==> config.mk <==
export PLATFORM = sky130hd
export DESIGN_NAME = vga_image_window_flat
export DESIGN_NICKNAME = d
export VERILOG_FILES = /design/src/rtl/vga_image_window_if.sv /design/src/rtl/vga_image_window.sv /design/src/flat_wrapper.sv
export SDC_FILE = /design/constraint.sdc
export NUM_CORES = 1
export LEC_CHECK = 0
export ABC_AREA = 1
export CORE_MARGIN = 2
export CORE_UTILIZATION = 58
export DETAILED_ROUTE_END_ITERATION = 6
export GPL_TIMING_DRIVEN = 0
export PLACE_DENSITY = 0.82
export SLEW_MARGIN = 15
export SYNTH_ARGS = -nofsm -noshare
export SYNTH_HDL_FRONTEND = slang
export SYNTH_SLANG_ARGS = --single-unit
==> constraint.sdc <==
create_clock -name clk -period 5.6 [get_ports clk]
set_input_delay 1.12 -clock clk [delete_from_list [all_inputs] [get_ports clk]]
set_output_delay 1.12 -clock clk [all_outputs]
set_load 0.005 [all_outputs]
==> src/rtl/vga_image_window_if.sv <==
// Video/ROM bus of vga_image_window.
//   master (the generator): takes win_x, win_y, bg_color, rom_data;
//                            drives rom_addr, hsync, vsync, de, rgb, frame_start
//   slave  (display / ROM / test side): the opposite directions
// Widths come from the interface parameters and must match the generator's.
interface vga_image_window_if #(
  parameter int CW     = 12,
  parameter int RGB_W  = 3,
  parameter int ROM_AW = 11
);
  logic [CW-1:0]     win_x;
  logic [CW-1:0]     win_y;
  logic [RGB_W-1:0]  bg_color;
  logic [ROM_AW-1:0] rom_addr;
  logic [RGB_W-1:0]  rom_data;
  logic              hsync;
  logic              vsync;
  logic              de;
  logic [RGB_W-1:0]  rgb;
  logic              frame_start;

  modport master (
    input  win_x, win_y, bg_color, rom_data,
    output rom_addr, hsync, vsync, de, rgb, frame_start
  );

  modport slave (
    output win_x, win_y, bg_color, rom_data,
    input  rom_addr, hsync, vsync, de, rgb, frame_start
  );
endinterface

==> src/rtl/vga_image_window.sv <==
// Parametrised VGA timing generator with an image window fetched from an
// external synchronous ROM, drawn at a runtime position, scaled by
// 2^SCALE_LOG2, over a runtime background colour.
// Ports:
//   clk  pixel clock
//   rst  synchronous reset, active-high
//   bus  vga_image_window_if.master: window position / background in,
//        ROM address out / ROM data in, registered hsync/vsync/de/rgb and
//        the frame_start pulse out.
// All outputs for a given counter value appear ROM_LAT+2 cycles later, on
// the same cycle.
module vga_image_window #(
  parameter int H_ACTIVE   = 640,
  parameter int H_FP       = 16,
  parameter int H_SYNC     = 96,
  parameter int H_BP       = 48,
  parameter int V_ACTIVE   = 480,
  parameter int V_FP       = 10,
  parameter int V_SYNC     = 2,
  parameter int V_BP       = 33,
  parameter bit SYNC_POL   = 1'b0,
  parameter int CW         = 12,
  parameter int RGB_W      = 3,
  parameter int IMG_W      = 64,
  parameter int IMG_H      = 32,
  parameter int ROM_AW     = 11,
  parameter int ROM_LAT    = 1,
  parameter int SCALE_LOG2 = 0
) (
  input logic                clk,
  input logic                rst,
  vga_image_window_if.master bus
);
  localparam int H_TOTAL = H_ACTIVE + H_FP + H_SYNC + H_BP;
  localparam int V_TOTAL = V_ACTIVE + V_FP + V_SYNC + V_BP;
  localparam int WIN_W   = IMG_W << SCALE_LOG2;
  localparam int WIN_H   = IMG_H << SCALE_LOG2;
  localparam int NP      = ROM_LAT + 1;  // flag stages 1..NP feed the output stage

  typedef struct packed {
    logic act;
    logic inwin;
    logic hs;
    logic vs;
    logic org;
  } flags_t;

  logic [CW-1:0]     h, v;
  logic [CW-1:0]     wx_q, wy_q;
  logic [RGB_W-1:0]  bg_q;
  flags_t            pipe [1:NP];

  // stage 0 decode
  logic              org;
  logic [CW-1:0]     wx, wy, dx, dy;
  logic [CW:0]       he, ve, wxe, wye;
  logic [ROM_AW-1:0] addr0;
  flags_t            f0;
  flags_t            po;

  always_comb begin
    org = (h == '0) && (v == '0);
    // the origin pixel already belongs to the new frame, so it sees the
    // live inputs that the shadows are about to capture
    wx  = org ? bus.win_x : wx_q;
    wy  = org ? bus.win_y : wy_q;
    // one extra bit so wx+width never wraps back into the screen
    he  = {1'b0, h};
    ve  = {1'b0, v};
    wxe = {1'b0, wx};
    wye = {1'b0, wy};
    f0       = '0;
    f0.org   = org;
    f0.act   = (h < CW'(H_ACTIVE)) && (v < CW'(V_ACTIVE));
    f0.hs    = (h >= CW'(H_ACTIVE + H_FP)) && (h < CW'(H_ACTIVE + H_FP + H_SYNC));
    f0.vs    = (v >= CW'(V_ACTIVE + V_FP)) && (v < CW'(V_ACTIVE + V_FP + V_SYNC));
    f0.inwin = f0.act &&
               (he >= wxe) && (he < wxe + (CW+1)'(WIN_W)) &&
               (ve >= wye) && (ve < wye + (CW+1)'(WIN_H));
    dx    = h - wx;
    dy    = v - wy;
    addr0 = ROM_AW'(((32'(dy) >> SCALE_LOG2) * IMG_W) + (32'(dx) >> SCALE_LOG2));
  end

  assign po = pipe[NP];

  always_ff @(posedge clk) begin
    if (rst) begin
      h               <= '0;
      v               <= '0;
      wx_q            <= '0;
      wy_q            <= '0;
      bg_q            <= '0;
      bus.rom_addr    <= '0;
      for (int i = 1; i <= NP; i++) pipe[i] <= '0;
      bus.hsync       <= ~SYNC_POL;
      bus.vsync       <= ~SYNC_POL;
      bus.de          <= 1'b0;
      bus.rgb         <= '0;
      bus.frame_start <= 1'b0;
    end else begin
      // stage 0 counters
      if (h == CW'(H_TOTAL - 1)) begin
        h <= '0;
        v <= (v == CW'(V_TOTAL - 1)) ? '0 : v + 1'b1;
      end else begin
        h <= h + 1'b1;
      end
      if (org) begin
        wx_q <= bus.win_x;
        wy_q <= bus.win_y;
        bg_q <= bus.bg_color;
      end
      // stage 1: address held outside the window
      if (f0.inwin) bus.rom_addr <= addr0;
      // flags ride alongside the ROM latency
      pipe[1] <= f0;
      for (int i = 2; i <= NP; i++) pipe[i] <= pipe[i-1];
      // output stage; bg_q is stable for every active pixel of a frame
      bus.hsync       <= po.hs ^ ~SYNC_POL;
      bus.vsync       <= po.vs ^ ~SYNC_POL;
      bus.de          <= po.act;
      bus.rgb         <= !po.act ? '0 : (po.inwin ? bus.rom_data : bg_q);
      bus.frame_start <= po.org;
    end
  end
endmodule

==> src/flat_wrapper.sv <==
// flat-port wrapper written by rule: the top's interface ports become plain ports
module vga_image_window_flat 
#(
  parameter int H_ACTIVE   = 640,
  parameter int H_FP       = 16,
  parameter int H_SYNC     = 96,
  parameter int H_BP       = 48,
  parameter int V_ACTIVE   = 480,
  parameter int V_FP       = 10,
  parameter int V_SYNC     = 2,
  parameter int V_BP       = 33,
  parameter bit SYNC_POL   = 1'b0,
  parameter int CW         = 12,
  parameter int RGB_W      = 3,
  parameter int IMG_W      = 64,
  parameter int IMG_H      = 32,
  parameter int ROM_AW     = 11,
  parameter int ROM_LAT    = 1,
  parameter int SCALE_LOG2 = 0
)
  (clk, rst, bus_win_x, bus_win_y, bus_bg_color, bus_rom_data, bus_rom_addr, bus_hsync, bus_vsync, bus_de, bus_rgb, bus_frame_start);
  vga_image_window_if #(.CW(CW), .RGB_W(RGB_W), .ROM_AW(ROM_AW)) bus_i ();
  input logic clk;
  input logic rst;
  input wire logic [$bits(bus_i.win_x)-1:0] bus_win_x;
  input wire logic [$bits(bus_i.win_y)-1:0] bus_win_y;
  input wire logic [$bits(bus_i.bg_color)-1:0] bus_bg_color;
  input wire logic [$bits(bus_i.rom_data)-1:0] bus_rom_data;
  output wire logic [$bits(bus_i.rom_addr)-1:0] bus_rom_addr;
  output wire logic [$bits(bus_i.hsync)-1:0] bus_hsync;
  output wire logic [$bits(bus_i.vsync)-1:0] bus_vsync;
  output wire logic [$bits(bus_i.de)-1:0] bus_de;
  output wire logic [$bits(bus_i.rgb)-1:0] bus_rgb;
  output wire logic [$bits(bus_i.frame_start)-1:0] bus_frame_start;
  assign bus_i.win_x = bus_win_x;
  assign bus_i.win_y = bus_win_y;
  assign bus_i.bg_color = bus_bg_color;
  assign bus_i.rom_data = bus_rom_data;
  assign bus_rom_addr = bus_i.rom_addr;
  assign bus_hsync = bus_i.hsync;
  assign bus_vsync = bus_i.vsync;
  assign bus_de = bus_i.de;
  assign bus_rgb = bus_i.rgb;
  assign bus_frame_start = bus_i.frame_start;
  vga_image_window #(.H_ACTIVE(H_ACTIVE), .H_FP(H_FP), .H_SYNC(H_SYNC), .H_BP(H_BP), .V_ACTIVE(V_ACTIVE), .V_FP(V_FP), .V_SYNC(V_SYNC), .V_BP(V_BP), .SYNC_POL(SYNC_POL), .CW(CW), .RGB_W(RGB_W), .IMG_W(IMG_W), .IMG_H(IMG_H), .ROM_AW(ROM_AW), .ROM_LAT(ROM_LAT), .SCALE_LOG2(SCALE_LOG2)) u_core (.clk(clk), .rst(rst), .bus(bus_i));
endmodule
==> results.tsv <==
metric	value	unit
Post-synth EDFFs	0	
Clock power frac	0.275	
# diodes	0	
Sw Ratio	0.3568	
Worst Setup SP	u_core.v[1]	
relative slew slack	0.5373	
CP top delay family	simple AND/OR/NAND/NOR gates	
RSZ-0062 raised after global routing	false	
DR iter-0 viols	246	
Die Span Y	98.96	µm
DR DRC count	0	
Arrival @ worst endpoint	5190	ps
slowest CP cell	fa_1	
sequential share of the synthesized area	0.3024	
run status	complete, no violations	
critical path's largest stage delay	490	ps
top-count cell post-synth	nand2_1	
# resized after CTS	0	
Max Slew Vio Count	0	
Post-Syn Area	0.005230	mm²
Final Setup Violations	0	
IO Count	50	
H-tree levels	3	
fin crit period	4974	ps
core area	0.008721	mm²
Post-DP HPWL	10330	µm
largest net degree at the start of global routing	13	
CTS buffer count	9	
final wirelength	13000	µm
total iterations of the first detailed-routing run	5	
footprint of the multi-input gates	0.003127	mm²
MaxCap Viol Count	0	
worst hold start	u_core.pipe[2][2]	
Crit path buffers/inverters	7	
Seq cells post-synth	79	
CTS Hold Buffers Added	0	
register area	0.001582	mm²
Least-Margin Pin Slew	694.0	ps
final period utilization	0.8882	
ys async rst share	0	
input/output buffers	48	
cell accounting for the most synthesized area	dfxtp_1	
Synth area leaders	dfxtp_1 30%, ha_1 13%, nand2_1 9.1%	
clock latency on the worst-skew pair	360	ps
Seq pwr share	0.356	
Congestion Overflow GR	0	
critical path peak fanout	9	
Clock transition at path regs	80	ps
GP Congestion	0.9547	
GRT Overall Usage	0.2762	
final antenna-violating net count	0	
internal power	1084	µW
synthesized area per cell	7.294	µm²
pre-CTS setup slack	744.5	ps
NumNets Final	872	
hold violation total from the final report	0	
Syn Nets	813	
P_sw	601.4	µW
layout cells sized above 1	0.06795	
endpoint class of the critical path	flip-flop	
die area	0.009793	mm²
Synth top area share	0.3024	
setup tns final	0	ps
Root Buffer	clkbuf_8	
Non-Filler Cell Area, Final	0.006057	mm²
Netlist cell types	42	
number of fill cells	710	
P_leak	0.002896	µW
HP Class	flip-flop to flip-flop	
vias in the first global route	4606	
VDD IR max	117.7	µV
first-pass GRT wire length	21690	µm
Main synth FF type	dfxtp_1	
final core occ	0.6945	
die width	98.96	µm
routed len/inst	14.64	µm
Fmax achieved	201.1	MHz
CTS Sinks	79	
post-route worst setup slack	626.2	ps
Area after DPL	0.005846	mm²
CTS tree	done	
postcts setup bufs	0	
Critical Setup Path Class	flip-flop to flip-flop	
Initial Util	0.5997	
Setup Skew	13.59	ps
total number of vias	4809	
synth cell count leaders	127 x nand2_1, 117 x inv_1, 81 x nor2_1, 79 x dfxtp_1, 55 x ha_1	
Max clock buf depth	2	
placement row count	34	
Area growth syn-to-layout	15.81	%
CP Launch Type	flip-flop	
PD cells	278.3	mW/mm²
combinational power share	0.369	
antenna violations before repair	0	
Post-Syn Instances	717	
R2R Path Start	u_core.v[1]	
Via-to-Cell Ratio	5.416	
YS warnings	0	
Worst EP required	5820	ps
[stage by stage]
| step | hold WS (ps) | power (µW) | instances |
|---|---|---|---|
| after floorplan | 351.7 | 1072 | 717 |
| after global placement | 357.0 | 1198 | 873 |
| after detailed placement | 367.1 | 1221 | 873 |
| after CTS | 383.4 | 1685 | 888 |
| after global routing | 400.8 | 1797 | 888 |
| final | 383.3 | 1686 | 888 |
[power groups by stage]
stage / clock network [µW] / registers [µW] / logic [µW]
after floorplan: 0 / 610 / 463
after global placement: 0 / 611 / 587
after detailed placement: 0 / 613 / 608
after CTS: 471 / 600 / 614
after global routing: 491 / 602 / 704
final: 464 / 600 / 622
[registers in the layout, indices dropped and copies added, names as in the netlist, 3 cells and up]
name                 count
u_core.bus.rgb           3
u_core.v                12
u_core.h                12
u_core.bus.rom_addr     11
u_core.bg_q              3
u_core.wy_q             12
u_core.pipe             10
u_core.wx_q             12
[final cells by class]
type,instances,share of cell area
multi-input combinational,505,0.5162
sequential,79,0.2611
timing repair buffer,48,0.07932
inverter,123,0.07622
clock buffer,11,0.02334
tap,108,0.02231
clock inverter,4,0.01157
buffer,10,0.009915
[cells in the final DEF (no fill, tap or decap), types with 4 or more instances in the layout]
cell type        Yosys  routed
nand2_1            127     127
inv_1              117     117
nor2_1              81      81
dfxtp_1             79      79
ha_1                55      55
a21oi_1             52      52
clkdlybuf4s50_1      0      48
nand3_1             43      43
o21ai_0             21      21
nor3_1              19      19
xor2_1              14      14
nand4_1             13      13
nand2_2             11      11
clkbuf_8             0      10
fa_1                 9       9
mux2i_1              7       7
nor2_4               6       6
clkbuf_1             5       6
xnor2_1              6       6
nor2_2               4       4
inv_2                4       4
nand3_2              4       4
a211oi_1             4       4
[cells by family after synthesis]
logic type / synth area share
adder cells (fa/ha/maj): 0.1660
AO/OA/AOI/OAI: 0.1120
XOR/XNOR: 0.03349
buffers and inverters: 0.09976
multiplexers: 0.01340
AND/OR/NAND/NOR: 0.2730
flip-flops: 0.3024
[worst paths after layout]
check | to | slack, ps | cells after the start
worst max-delay path | u_core.bus.rom_addr[10] | 630 | 30
worst min-delay path | u_core.bus.hsync | 380 | 1
worst max register to register | u_core.bus.rom_addr[10] | 630 | 30
worst min register to register | u_core.bus.hsync | 380 | 1
[layer usage]
metal	wire length [µm]	GRT usage
met1	5820	0.3812
met2	6037	0.4527
met3	882	0.03191
met4	262	0.08957
met5	0	0
[worst reg2reg max path: cells and delay by family, from the launching register on]
| kind | cells | cell delay (ps) |
|---|---|---|
| adders and majority gates | 5 | 1330 |
| buffers and inverters | 7 | 730 |
| and+or+nand+nor | 15 | 1940 |
| xor gates and xnor gates | 1 | 150 |
| AOI/OAI and AO/OA | 2 | 290 |
| DFF | 1 | 390 |
No activity file was read; power rests on OpenSTA's default activity.
